## src/rtl/axiom_apb_master_arb_if.sv

```systemverilog
// Bundle of the requester-side command/response signals and the APB master
// port of axiom_apb_master_arb. The master modport is the arbiter's view;
// the slave modport is the view of whatever drives requests and models the bus.
interface axiom_apb_master_arb_if #(
  parameter int NUM_REQ    = 4,
  parameter int ADDR_WIDTH = 32,
  parameter int DATA_WIDTH = 32
);
  // requester command side
  logic [NUM_REQ-1:0]            req_valid;
  logic [NUM_REQ-1:0]            req_ready;
  logic [NUM_REQ*ADDR_WIDTH-1:0] req_addr;
  logic [NUM_REQ-1:0]            req_write;
  logic [NUM_REQ*DATA_WIDTH-1:0] req_wdata;
  logic [NUM_REQ*4-1:0]          req_wstrb;
  logic [NUM_REQ*3-1:0]          req_prot;
  // requester response side
  logic [NUM_REQ-1:0]            rsp_valid;
  logic [DATA_WIDTH-1:0]         rsp_rdata;
  logic                          rsp_slverr;
  logic                          rsp_timeout;
  // APB master port
  logic                          psel;
  logic                          penable;
  logic                          pwrite;
  logic [ADDR_WIDTH-1:0]         paddr;
  logic [DATA_WIDTH-1:0]         pwdata;
  logic [3:0]                    pwstrb;
  logic [2:0]                    pprot;
  logic [DATA_WIDTH-1:0]         prdata;
  logic                          pslverr;
  logic                          pready;

  modport master (
    input  req_valid, req_addr, req_write, req_wdata, req_wstrb, req_prot,
    output req_ready,
    output rsp_valid, rsp_rdata, rsp_slverr, rsp_timeout,
    output psel, penable, pwrite, paddr, pwdata, pwstrb, pprot,
    input  prdata, pslverr, pready
  );

  modport slave (
    output req_valid, req_addr, req_write, req_wdata, req_wstrb, req_prot,
    input  req_ready,
    input  rsp_valid, rsp_rdata, rsp_slverr, rsp_timeout,
    input  psel, penable, pwrite, paddr, pwdata, pwstrb, pprot,
    output prdata, pslverr, pready
  );
endinterface

```

## src/rtl/axiom_apb_master_arb.sv

```systemverilog
// Round-robin arbiter in front of a single APB master sequencer.
// Each granted requester gets one SETUP + ACCESS transfer; completion is
// reported one cycle later on a one-hot rsp_valid pulse. An optional
// ACCESS-phase timeout ends transfers whose slave never raises pready.
module axiom_apb_master_arb #(
  parameter int NUM_REQ        = 4,
  parameter int ADDR_WIDTH     = 32,
  parameter int DATA_WIDTH     = 32,
  parameter int TIMEOUT_CYCLES = 0
) (
  input  logic                   pclk,
  input  logic                   preset,
  axiom_apb_master_arb_if.master bus
);

  localparam int            IW        = (NUM_REQ > 1) ? $clog2(NUM_REQ) : 1;
  localparam int            CW        = (TIMEOUT_CYCLES > 1) ? $clog2(TIMEOUT_CYCLES + 1) : 1;
  localparam int            TO_LAST   = (TIMEOUT_CYCLES > 0) ? TIMEOUT_CYCLES - 1 : 0;
  localparam logic [CW-1:0] TO_LAST_C = CW'(TO_LAST);
  localparam logic [IW-1:0] LAST_REQ  = IW'(NUM_REQ - 1);
  localparam bit            TO_EN     = (TIMEOUT_CYCLES > 0);

  typedef enum logic [1:0] {
    S_IDLE   = 2'd0,
    S_SETUP  = 2'd1,
    S_ACCESS = 2'd2
  } state_e;

  state_e                  state_q, state_d;
  logic [IW-1:0]           ptr_q;
  logic [IW-1:0]           sel_q;
  logic [IW-1:0]           sel_s;
  logic                    found_s;
  logic                    tmo_s;
  logic                    done_s;
  logic                    grant_s;
  logic [CW-1:0]           cnt_q;

  logic                    psel_q, penable_q, pwrite_q;
  logic [ADDR_WIDTH-1:0]   paddr_q;
  logic [DATA_WIDTH-1:0]   pwdata_q;
  logic [3:0]              pwstrb_q;
  logic [2:0]              pprot_q;
  logic [NUM_REQ-1:0]      rsp_valid_q;
  logic [DATA_WIDTH-1:0]   rsp_rdata_q;
  logic                    rsp_slverr_q, rsp_timeout_q;

  function automatic logic [NUM_REQ-1:0] onehot(input logic [IW-1:0] idx);
    logic [NUM_REQ-1:0] v;
    v      = {NUM_REQ{1'b0}};
    v[idx] = 1'b1;
    return v;
  endfunction

  // Round-robin search: first valid requester at or above the pointer, wrapping.
  always_comb begin
    int            cand;
    logic [IW-1:0] cand_idx;
    found_s  = 1'b0;
    sel_s    = ptr_q;
    cand     = 0;
    cand_idx = {IW{1'b0}};
    for (int k = 0; k < NUM_REQ; k++) begin
      cand     = ((int'(ptr_q) + k) >= NUM_REQ) ? (int'(ptr_q) + k - NUM_REQ) : (int'(ptr_q) + k);
      cand_idx = IW'(cand);
      if (!found_s && bus.req_valid[cand_idx]) begin
        found_s = 1'b1;
        sel_s   = cand_idx;
      end else begin
        sel_s   = sel_s;
      end
    end
  end

  // A timeout only counts when pready is low; pready on the limit cycle wins.
  assign tmo_s   = TO_EN && (state_q == S_ACCESS) && !bus.pready && (cnt_q == TO_LAST_C);
  assign done_s  = (state_q == S_ACCESS) && (bus.pready || tmo_s);
  // No grant while reset is applied: the command would be dropped at that edge.
  assign grant_s = !preset && found_s && ((state_q == S_IDLE) || done_s);

  assign bus.req_ready   = grant_s ? onehot(sel_s) : {NUM_REQ{1'b0}};
  assign bus.psel        = psel_q;
  assign bus.penable     = penable_q;
  assign bus.pwrite      = pwrite_q;
  assign bus.paddr       = paddr_q;
  assign bus.pwdata      = pwdata_q;
  assign bus.pwstrb      = pwstrb_q;
  assign bus.pprot       = pprot_q;
  assign bus.rsp_valid   = rsp_valid_q;
  assign bus.rsp_rdata   = rsp_rdata_q;
  assign bus.rsp_slverr  = rsp_slverr_q;
  assign bus.rsp_timeout = rsp_timeout_q;

  // Next-state logic for the IDLE/SETUP/ACCESS sequencer.
  always_comb begin
    state_d = state_q;
    case (state_q)
      S_IDLE:   state_d = grant_s ? S_SETUP : S_IDLE;
      S_SETUP:  state_d = S_ACCESS;
      S_ACCESS: begin
        if (done_s) begin
          state_d = grant_s ? S_SETUP : S_IDLE;
        end else begin
          state_d = S_ACCESS;
        end
      end
      default:  state_d = S_IDLE;
    endcase
  end

  // State register.
  always_ff @(posedge pclk) begin
    if (preset) begin
      state_q <= S_IDLE;
    end else begin
      state_q <= state_d;
    end
  end

  // APB outputs, latched command, pointer and response registers.
  always_ff @(posedge pclk) begin
    if (preset) begin
      ptr_q         <= {IW{1'b0}};
      sel_q         <= {IW{1'b0}};
      psel_q        <= 1'b0;
      penable_q     <= 1'b0;
      pwrite_q      <= 1'b0;
      paddr_q       <= {ADDR_WIDTH{1'b0}};
      pwdata_q      <= {DATA_WIDTH{1'b0}};
      pwstrb_q      <= 4'h0;
      pprot_q       <= 3'b000;
      rsp_valid_q   <= {NUM_REQ{1'b0}};
      rsp_rdata_q   <= {DATA_WIDTH{1'b0}};
      rsp_slverr_q  <= 1'b0;
      rsp_timeout_q <= 1'b0;
    end else begin
      psel_q    <= (state_d != S_IDLE);
      penable_q <= (state_d == S_ACCESS);
      if (grant_s) begin
        ptr_q    <= (sel_s == LAST_REQ) ? {IW{1'b0}} : (sel_s + 1'b1);
        sel_q    <= sel_s;
        pwrite_q <= bus.req_write[sel_s];
        paddr_q  <= bus.req_addr[sel_s*ADDR_WIDTH +: ADDR_WIDTH];
        pwdata_q <= bus.req_wdata[sel_s*DATA_WIDTH +: DATA_WIDTH];
        pwstrb_q <= bus.req_wstrb[sel_s*4 +: 4];
        pprot_q  <= bus.req_prot[sel_s*3 +: 3];
      end
      // sel_q/pwrite_q still describe the finishing transfer on the done cycle.
      rsp_valid_q   <= done_s ? onehot(sel_q) : {NUM_REQ{1'b0}};
      rsp_rdata_q   <= (done_s && bus.pready && !pwrite_q) ? bus.prdata : {DATA_WIDTH{1'b0}};
      rsp_slverr_q  <= done_s && (tmo_s || bus.pslverr);
      rsp_timeout_q <= tmo_s;
    end
  end

  // ACCESS wait counter: cleared in SETUP, counts stalled ACCESS cycles.
  always_ff @(posedge pclk) begin
    if (preset) begin
      cnt_q <= {CW{1'b0}};
    end else if (state_q == S_SETUP) begin
      cnt_q <= {CW{1'b0}};
    end else if (TO_EN && (state_q == S_ACCESS) && !bus.pready && (cnt_q != TO_LAST_C)) begin
      cnt_q <= cnt_q + 1'b1;
    end
  end

endmodule
```

## src/flat_wrapper.sv

```systemverilog
// flat-port wrapper written by rule: the top's interface ports become plain ports
module axiom_apb_master_arb_flat 
#(
  parameter int NUM_REQ        = 4,
  parameter int ADDR_WIDTH     = 32,
  parameter int DATA_WIDTH     = 32,
  parameter int TIMEOUT_CYCLES = 0
)
  (pclk, preset, bus_req_valid, bus_req_addr, bus_req_write, bus_req_wdata, bus_req_wstrb, bus_req_prot, bus_req_ready, bus_rsp_valid, bus_rsp_rdata, bus_rsp_slverr, bus_rsp_timeout, bus_psel, bus_penable, bus_pwrite, bus_paddr, bus_pwdata, bus_pwstrb, bus_pprot, bus_prdata, bus_pslverr, bus_pready);
  axiom_apb_master_arb_if #(.NUM_REQ(NUM_REQ), .ADDR_WIDTH(ADDR_WIDTH), .DATA_WIDTH(DATA_WIDTH)) bus_i ();
  input  logic pclk;
  input  logic preset;
  input wire logic [$bits(bus_i.req_valid)-1:0] bus_req_valid;
  input wire logic [$bits(bus_i.req_addr)-1:0] bus_req_addr;
  input wire logic [$bits(bus_i.req_write)-1:0] bus_req_write;
  input wire logic [$bits(bus_i.req_wdata)-1:0] bus_req_wdata;
  input wire logic [$bits(bus_i.req_wstrb)-1:0] bus_req_wstrb;
  input wire logic [$bits(bus_i.req_prot)-1:0] bus_req_prot;
  output wire logic [$bits(bus_i.req_ready)-1:0] bus_req_ready;
  output wire logic [$bits(bus_i.rsp_valid)-1:0] bus_rsp_valid;
  output wire logic [$bits(bus_i.rsp_rdata)-1:0] bus_rsp_rdata;
  output wire logic [$bits(bus_i.rsp_slverr)-1:0] bus_rsp_slverr;
  output wire logic [$bits(bus_i.rsp_timeout)-1:0] bus_rsp_timeout;
  output wire logic [$bits(bus_i.psel)-1:0] bus_psel;
  output wire logic [$bits(bus_i.penable)-1:0] bus_penable;
  output wire logic [$bits(bus_i.pwrite)-1:0] bus_pwrite;
  output wire logic [$bits(bus_i.paddr)-1:0] bus_paddr;
  output wire logic [$bits(bus_i.pwdata)-1:0] bus_pwdata;
  output wire logic [$bits(bus_i.pwstrb)-1:0] bus_pwstrb;
  output wire logic [$bits(bus_i.pprot)-1:0] bus_pprot;
  input wire logic [$bits(bus_i.prdata)-1:0] bus_prdata;
  input wire logic [$bits(bus_i.pslverr)-1:0] bus_pslverr;
  input wire logic [$bits(bus_i.pready)-1:0] bus_pready;
  assign bus_i.req_valid = bus_req_valid;
  assign bus_i.req_addr = bus_req_addr;
  assign bus_i.req_write = bus_req_write;
  assign bus_i.req_wdata = bus_req_wdata;
  assign bus_i.req_wstrb = bus_req_wstrb;
  assign bus_i.req_prot = bus_req_prot;
  assign bus_req_ready = bus_i.req_ready;
  assign bus_rsp_valid = bus_i.rsp_valid;
  assign bus_rsp_rdata = bus_i.rsp_rdata;
  assign bus_rsp_slverr = bus_i.rsp_slverr;
  assign bus_rsp_timeout = bus_i.rsp_timeout;
  assign bus_psel = bus_i.psel;
  assign bus_penable = bus_i.penable;
  assign bus_pwrite = bus_i.pwrite;
  assign bus_paddr = bus_i.paddr;
  assign bus_pwdata = bus_i.pwdata;
  assign bus_pwstrb = bus_i.pwstrb;
  assign bus_pprot = bus_i.pprot;
  assign bus_i.prdata = bus_prdata;
  assign bus_i.pslverr = bus_pslverr;
  assign bus_i.pready = bus_pready;
  axiom_apb_master_arb #(.NUM_REQ(NUM_REQ), .ADDR_WIDTH(ADDR_WIDTH), .DATA_WIDTH(DATA_WIDTH), .TIMEOUT_CYCLES(TIMEOUT_CYCLES)) u_core (.pclk(pclk), .preset(preset), .bus(bus_i));
endmodule
```

## config.mk

```make
export PLATFORM = sky130hd
export DESIGN_NAME = axiom_apb_master_arb_flat
export DESIGN_NICKNAME = d
export VERILOG_FILES = /design/src/rtl/axiom_apb_master_arb_if.sv /design/src/rtl/axiom_apb_master_arb.sv /design/src/flat_wrapper.sv
export SDC_FILE = /design/constraint.sdc
export NUM_CORES = 1
export LEC_CHECK = 0
export BUFFER_PORTS_ARGS = -buffer_cell sky130_fd_sc_hd__buf_2
export CAP_MARGIN = 20
export CORE_AREA = 4 4 173 175
export DETAILED_ROUTE_END_ITERATION = 12
export DIE_AREA = 0 0 177 179
export PLACE_DENSITY = 0.47
export RECOVER_POWER = 100
export SETUP_SLACK_MARGIN = 0.2
export SYNTH_ARGS = -nofsm -noshare
export SYNTH_HDL_FRONTEND = slang
export SYNTH_SLANG_ARGS = --single-unit
export TNS_END_PERCENT = 100
```

## constraint.sdc

```tcl
create_clock -name pclk -period 3.8 [get_ports pclk]
set_input_delay 0.19 -clock pclk [delete_from_list [all_inputs] [get_ports pclk]]
set_output_delay 0.19 -clock pclk [all_outputs]
set_load 0.01 [all_outputs]
```

* After elaboration in Yosys (flattened, before gate mapping)
Cells that the tools add are included.
** Storage, ports and cells
- Word-level logic and storage cells :: 96
- Bits in registers :: 117
** Operators by class
- Multiplexer cells :: 31
- Shifts and indexed selects :: 4
- Add/sub/neg operators :: 8
- Bitwise operators :: 2
- Multiply operators :: 1
- Equality and inequality tests :: 4
- Order comparisons :: 12
- Reduce and logical (&&, ||, !) cells :: 21
** Operators with widths (count)
- 128-bit by 8-bit indexed part select with 32-bit output :: 2
- 2-bit two-way mux :: 10
- 2-bit by 3-bit < comparator with 1-bit output, second input constant :: 6
- 16-bit by 5-bit indexed part select with 4-bit output :: 1
- 1-bit two-way mux :: 12
- 12-bit by 5-bit indexed part select with 3-bit output :: 1
- 1-bit logical AND :: 11
- 1-bit binary-select mux with 2-bit select :: 5
- 3-bit greater-or-equal comparator, second input constant :: 3
- 2-bit by 1-bit subtractor with 2-bit output, second input constant :: 4
- 2-bit by 2-bit adder with 3-bit output, second input constant :: 2
- 2-bit equality test, second input constant :: 3
- 2-bit one-hot mux with 3 select lines :: 1
- 1-bit logical NOT :: 5
- 1-bit demux with 2-bit select :: 2
- 2-bit by 1-bit greater-or-equal comparator with 1-bit output, second input constant :: 2
- 2-bit by 2-bit multiplier with 4-bit output, second input constant :: 1
- 4-bit two-way mux :: 1
- 2-bit OR reduction :: 2
- 2-bit by 1-bit adder with 3-bit output, second input constant :: 1
- 2-bit by 3-bit greater-or-equal comparator with 1-bit output, second input constant :: 1
- 2-bit by 1-bit adder with 2-bit output, second input constant :: 1
- 2-bit by 1-bit equality test with 1-bit output, second input constant :: 1
- 2-bit logical NOT :: 1
- 3 further kinds :: 4

* Depth between registers and ports, before layout
Gate-level depths: netlist (run 1).
- Word-level depth :: 20
- Mapped depth :: 8

* Least setup slack after synthesis (run 1)
No wires, ideal clock.
- Path type :: register -> output
- From :: reg u_core.ptr_q[0]
- To :: out bus_req_ready[0]
- Required time :: 3610 ps
- Arrival time :: 1574 ps
- Path slack :: 2036 ps
- Cell stages (with the launch flop) :: 9
- Buffers on the path :: 2
- Cells stage by stage :: dfxtp_1 -> nor2b_1 -> a21o_1 -> a221oi_4 -> buf_6 -> buf_6 -> inv_2 -> ha_1 -> and2_1
** Between the ends
- Word-level cells in the longest chain between the ends :: 19
- Elaborated cells on any way between the ends :: 45
- Classes of those cells :: add/sub: 7; order compare: 6; mux: 23; reduce/logical: 9
** RTL lines
- from (decl) :: RTL line axiom_apb_master_arb.sv:30 : logic [IW-1:0] ptr_q;
- from (signal assigned) :: RTL line axiom_apb_master_arb.sv:123 : ptr_q <= {IW{1'b0}};
- from (signal assigned) :: RTL line axiom_apb_master_arb.sv:140 : ptr_q <= (sel_s == LAST_REQ) ? {IW{1'b0}} : (sel_s + 1'b1);
- parallel branches: the longest is 13 deep, another holds 2-bit by 1-bit adder with 3-bit output
- 2-bit two-way mux * :: RTL line axiom_apb_master_arb.sv:66 : if (!found_s && bus.req_valid[cand_idx]) begin
- net u_core.sel_s[0] :: RTL line axiom_apb_master_arb.sv:32 : logic [IW-1:0] sel_s;
- 2-bit by 3-bit < comparator with 1-bit output (not written as such) or 2-bit by 1-bit greater-or-equal comparator with 1-bit output (tied branches) :: RTL line axiom_apb_master_arb.sv:51 : v[idx] = 1'b1;
- 1-bit logical AND (not written as such) :: RTL line axiom_apb_master_arb.sv:51
- 1-bit two-way mux (not written as such) :: RTL line axiom_apb_master_arb.sv:51
- 1-bit demux with 2-bit select *
- 4-bit two-way mux * :: RTL line axiom_apb_master_arb.sv:81 : assign bus.req_ready = grant_s ? onehot(sel_s) : {NUM_REQ{1'b0}};
- to (decl) :: RTL line flat_wrapper.sv:19 : output wire logic [$bits(bus_i.req_ready)-1:0] bus_req_ready;
Mark *: on every way through the listed nets, which the timed path passes. The select of a mux whose other input is x is not followed.

* Worst setup path in the final report (run 1)
- From :: reg u_core.ptr_q[0]
- To :: out bus_req_ready[2]
** Between the ends
- Word-level cells in the longest chain between the ends :: 19
- Elaborated cells on any way between the ends :: 45
- Classes of those cells :: add/sub: 7; order compare: 6; mux: 23; reduce/logical: 9
** RTL lines (RTL line)
- parallel branches: the longest is 18 deep, another holds 2-bit by 1-bit adder with 3-bit output
- 4-bit two-way mux * :: axiom_apb_master_arb.sv:81
Every way passes the cells marked *. The select of a mux whose other input is x is not followed.

==> impl_metrics.ini, run 1 <==
[clock_tree]
clk_path_buf_depth = 2
htree_levels = 4
cts-root-buf = clkbuf_16
cts-buffers-inserted = 17
clock-sinks = 117
tritoncts = yes
clkLatencyLatePin_ns = 0.41
cts_setup_buffers = 0
clkTransAtPathRegs_ns = 0.06

[logic_synthesis]
ys_types = 33
synthTopCellsByArea = dfxtp_1, mux2i_1, o221ai_2
syn_inst = 535
synth_seq_cells = 117
ys_seq_area_frac = 0.387
syn_avg_cell_area_um2 = 11.3
ys_async_sr_fraction = 0
synth_top_area_frac = 0.387
synth_commonest_cells = mux2i_1, dfxtp_1, nand2_1, o221ai_2, and2_1
ys_warn_count = 0
syn-num-nets = 867
yosysTopAreaCell = dfxtp_1
synth_area_mm2 = 0.00606
synth_ff_type = dfxtp_1
synthMostInstantiatedCell = mux2i_1
synth-edff-count = 0

[min_path]
worstHoldEndpoint = u_core.bus.rsp_rdata[8]
hp-class = primary input to register
min_from = bus_prdata[8]
hold_depth = 2

[layout]
antenna_cells = 0
drive_above_1_share = 0.379
area_delta_synth_final_pct = 45.7
post-route-util = 0.310
multi_input_area_mm2 = 0.00291
nFillCells = 3070
nets = 1322
final-seq-area_mm2 = 0.00234

[floorplanning]
die_area_mm2 = 0.0317
start_util = 0.213
core_mm2 = 0.0285
die_w_um = 177
rows = 62
pin_count = 444
die_h_um = 179

[sta]
clock_skew_ns = 0.0113
grt_setup_unrepaired = no
drv_slew = 0
finalHoldViolations = 0
fmaxAchievable_mhz = 347
setup_violations = 0
max-slew-margin-rel = 0.185
setup_ws_ns = 0.914
min_period_ns = 2.89
setup-tns-final_ns = 0
hold_ws_ns = 0.0130
timing.final.crit_share = 0.759
worst_slew_pin_slew_ns = 1.22

[route]
wl_per_cell_um = 17.0
drtIter0Drc = 137
vias_per_cell = 4.19
drc = 0
met3_wirelength_um = 2220
met2_length_um = 12200
vias = 5817
finalWirelength_um = 23500
ant_nets = 0
m1WireLength_um = 8800
drt-pass1-iter-count = 4
dr.max_layer_used = met4

[worst_setup_path]
timing.rr.start = u_core.state_q[1]
worst_setup_path_start_kind = register
worstPathArrival_ns = 2.70
rr_endpoint = u_core.bus.paddr[0]
required_ns = 3.61
critical_path.endpoint_type = output pin
cp_max_fo = 65
ff2ff_path_depth = 5
critPathKind = register to output pin
r2r_slack_ns = 0.97

[outcome]
status = complete, no violations

[placed_design]
gp_congestion = 0.784
dp_worst_setup_slack_ns = 1.34
io_buffers = 442
hpwl_um = 18200

[global_routing]
grt_overflow = 0
antenna_found_initial = 0
grtUsageTotal = 0.141
grt_max_degree = 85
grt_pass1_wl_um = 34100
grt_pass1_vias = 6067

[job]
max_cap_viol_count = 0

[power]
vdd_drop_max_uv = 300
power.density_mw_per_mm2 = 518
leakagePower_uw = 0.00403
total_power_uw = 4570
cell families (layout without fill, tap and decap cells):
kind of cell / Yosys count / after routing / synth area share
adders and majority gates: 4 / 4 / 0.00826
and+or+nand+nor: 139 / 139 / 0.109
AOI/OAI and AO/OA: 82 / 82 / 0.192
muxes: 144 / 144 / 0.238
other: 1 / 1 / 0.000619
buffers and inverters: 48 / 516 / 0.0655
DFF: 117 / 117 / 0.387
report_power, final:
group          switching [uW]  total (uW)  leakage, uW  internal [uW]
Clock                     682        1730     0.000302           1050
Sequential                101        1510     0.000960           1410
Combinational             721        1320      0.00277            603
Total                    1500        4570      0.00403           3070
flip-flops by register name, summed over array words and instances (netlist names), 2 cells and up:
register              cells
u_core.sel_q              2
u_core.bus.pwstrb         4
u_core.bus.rsp_valid      4
u_core.bus.paddr         32
u_core.bus.pprot          3
u_core.state_q            2
u_core.ptr_q              2
u_core.bus.rsp_rdata     32
u_core.bus.pwdata        32
worst max path at each step:
stage / startpoint / end
4_1_cts: u_core.ptr_q[0] / bus_req_ready[2]
6_report: u_core.ptr_q[0] / bus_req_ready[2]
5_1_grt: u_core.state_q[1] / u_core.bus.paddr[5]
2_1_floorplan: u_core.ptr_q[0] / bus_req_ready[0]
3_5_place_dp: bus_req_valid[1] / u_core.bus.paddr[18]
3_3_place_gp: bus_req_valid[1] / u_core.bus.paddr[19]
cell usage in the layout (no fill, tap or decap), drive strengths merged:
master and count:
a211oi 1, a21o 1, a21oi 2, a221o 1, a221oi 2, a22o 1
and2 37, and2b 1, and3 1, buf 334, bufinv 3, clkbuf 133
clkinv 4, clkinvlp 1, conb 1, dfxtp 117, dlygate4sd3 29, ha 4
inv 12, mux2i 144, nand2 80, nand2b 3, nor2 10, nor2b 3
nor3 1, nor3b 1, nor4 1, o21ai 1, o221ai 72, o22ai 1
or2 1
routing by layer:
layer,up-vias,GRT usage
li1,2882,-
met1,2645,0.154
met2,278,0.262
met3,12,0.0447
met4,0,0.0387
met5,-,0
area by class of cell:
type,count,share of cell area
Tap cell,384,0.0544
Multi-Input combinational cell,370,0.329
Inverter,5,0.00213
Sequential cell,117,0.265
Timing Repair Buffer,479,0.279
Clock inverter,15,0.0218
Clock buffer,17,0.0482
stage by stage:
step,std cells,instance area [um2]
after floorplan,535,6060
after global routing,1387,8830
after CTS,1387,9410
after global placement,1326,8500
after detailed placement,1326,8500
final,1387,8830
timing repair:
action	CTS	global route
hold endpoints to repair	29	0
hold buffers	29	0
resized for setup	0	0
worst max-delay path: stages (launching register included):
cell,delay [ns]
dfxtp_1,0.38
nor2b_1,0.08
a21o_1,0.16
a221oi_1,0.62
buf_12,0.42
inv_1,0.13
ha_1,0.21
and2_1,0.13
clkbuf_1,0.14
Note: power is estimated with default switching activity, not from simulation.
==> run 2, diff against run 1 <==
--- a/config.mk
+++ b/config.mk
@@ -7,10 +7,10 @@
 export LEC_CHECK = 0
 export BUFFER_PORTS_ARGS = -buffer_cell sky130_fd_sc_hd__buf_2
 export CAP_MARGIN = 20
-export CORE_AREA = 4 4 173 175
+export CORE_AREA = 4 4 172 174
 export DETAILED_ROUTE_END_ITERATION = 12
-export DIE_AREA = 0 0 177 179
-export PLACE_DENSITY = 0.47
+export DIE_AREA = 0 0 176 178
+export PLACE_DENSITY = 0.49
 export RECOVER_POWER = 100
 export SETUP_SLACK_MARGIN = 0.2
 export SYNTH_ARGS = -nofsm -noshare
==> constraint.sdc (replaced) <==
create_clock -name pclk -period 2.45 [get_ports pclk]
set_input_delay 0.1225 -clock pclk [delete_from_list [all_inputs] [get_ports pclk]]
set_output_delay 0.1225 -clock pclk [all_outputs]
set_load 0.01 [all_outputs]
==> run 2 against run 1 <==
Effect of this change:
- count of clock-buffer cells in the layout rose by 1
- sequential cell count did not move
- total power rose by 63%
- sequential power rose by 56%
- combinational power rose by 86%
- worst setup slack got worse by 0.63 ns
- sequential share of layout area fell by 1.8 points
- critical path type unchanged
- largest cell class unchanged
==> impl_metrics.ini, run 2 (synthesis gave the netlist of run 1 again) <==
[floorplanning]
rows = 61
core_mm2 = 0.0278
die_area_mm2 = 0.0313
die_h_um = 178
start_util = 0.218
die_w_um = 176
pin_count = 444

[route]
finalWirelength_um = 24000
drtIter0Drc = 203
ant_nets = 0
wl_per_cell_um = 17.0
vias_per_cell = 4.25
drt-pass1-iter-count = 4
drc = 0
vias = 6006

[worst_setup_path]
crit_start = u_core.ptr_q[0]
worst_setup_path_start_kind = register
cp_max_fo = 4
required_ns = 2.33
worstPathArrival_ns = 2.05
critical_path.endpoint_type = output pin
timing.rr.start = u_core.ptr_q[0]
critPathKind = register to output pin

[clock_tree]
clock-sinks = 117
cts-buffers-inserted = 17
clkLatencyLatePin_ns = 0.41
clk_path_buf_depth = 2
tritoncts = yes
cts-root-buf = clkbuf_16
htree_levels = 4
clkTransAtPathRegs_ns = 0.07

[global_routing]
grt_max_degree = 73
grt_pass1_wl_um = 36000
grtUsageTotal = 0.147
grt_pass1_vias = 6375
antenna_found_initial = 0
grt_overflow = 0

[layout]
drive_above_1_share = 0.430
final-seq-area_mm2 = 0.00235
multi_input_area_mm2 = 0.00318
area_delta_synth_final_pct = 56.6
final_common_cell = buf_2
nFillCells = 2932
antenna_cells = 0
final_cell_mix = buf_2, mux2i_1, dfxtp_1
nets = 1353

[sta]
finalHoldViolations = 0
drv_slew = 0
grt_setup_unrepaired = no
min_period_ns = 2.17
fmaxAchievable_mhz = 461
timing.final.crit_share = 0.885
setup-tns-final_ns = 0
setup_ws_ns = 0.282
setup_violations = 0
clock_skew_ns = 0.0136

[job]
max_cap_viol_count = 0

[power]
leakagePower_uw = 0.00429
power.density_mw_per_mm2 = 786
vdd_drop_max_uv = 361

[placed_design]
dp_worst_setup_slack_ns = 0.386
hpwl_um = 18300
gp_congestion = 0.740
io_buffers = 442

[outcome]
status = complete, no violations

[min_path]
hp-class = primary input to register
min_from = bus_req_addr[11]
-- run 2: changes by cell type in the layout (fill, tap and decap cells not counted), moves of 2 or more --
cell,before,now
and2_0,20,10
and2_1,17,27
buf_12,4,7
buf_4,1,10
buf_6,0,3
bufbuf_16,0,2
clkinvlp_4,1,3
dlygate4sd3_1,29,40
inv_6,6,3
o221ai_1,66,25
o221ai_2,6,47
-- run 2: path summary, 6_finish.rpt --
check | endpoint | slack [ns] | depth (start not counted)
worst min register to register | u_core.bus.paddr[14] | 0.46 | 2
worst min-delay path | u_core.bus.paddr[11] | 0.03 | 3
worst max register to register | u_core.bus.pwdata[6] | 0.30 | 8
worst max-delay path | bus_req_ready[0] | 0.28 | 8
-- run 2: routing by layer --
metal  vias to the layer above  part of all wire  GRT usage
met3                        19             0.091     0.0473
met5                         -                 0          0
li1                       2942                 -          -
met1                      2741              0.39      0.175
met2                       304              0.50      0.254
met4                         0             0.018     0.0471
-- run 2: critical path, stage by stage, from the launching register on --
cell and delay [ns]:
dfxtp_1 0.36, nor2b_1 0.07, a21o_1 0.16, a221oi_2 0.38, buf_12 0.16, inv_2 0.04
ha_1 0.19, and2_1 0.14, buf_2 0.14
-- run 2: per-stage QoR --
| step | hold WS, ns | utilization | std cells | total power (uW) | cell area [um2] |
|---|---|---|---|---|---|
| 6_report | 0.0267 | 0.342 | 1412 | 7460 | 9490 |
| 2_1_floorplan | 0.195 | - | 535 | 3990 | 6060 |
| 4_1_cts | 0.00186 | 0.352 | 1410 | 7720 | 9770 |
| 3_5_place_dp | 0.326 | 0.312 | 1333 | 4820 | 8660 |
| 5_1_grt | 0.00842 | 0.342 | 1412 | 7890 | 9490 |
| 3_3_place_gp | 0.323 | 0.312 | 1333 | 4810 | 8660 |
-- run 2: where the power goes --
part | internal [uW] | switching (uW)
Combinational | 1200 | 1260
Clock | 1640 | 1010
Sequential | 2190 | 159
-- run 2: cell type report --
cell class	instances	area share
inverter	5	0.00198
sequential	117	0.247
clock inverter	14	0.0185
tap	378	0.0498
timing repair buffer	510	0.301
clock buffer	18	0.0463
multi-input combinational	370	0.335
-- run 2: what timing repair did --
item	in CTS	in global routing
gates cloned	2	1
setup buffers	3	1
endpoints found under the setup margin	4	23
hold buffers	40	0
hold endpoints to repair	40	0
gates resized for setup	1	8
pin swaps	1	1
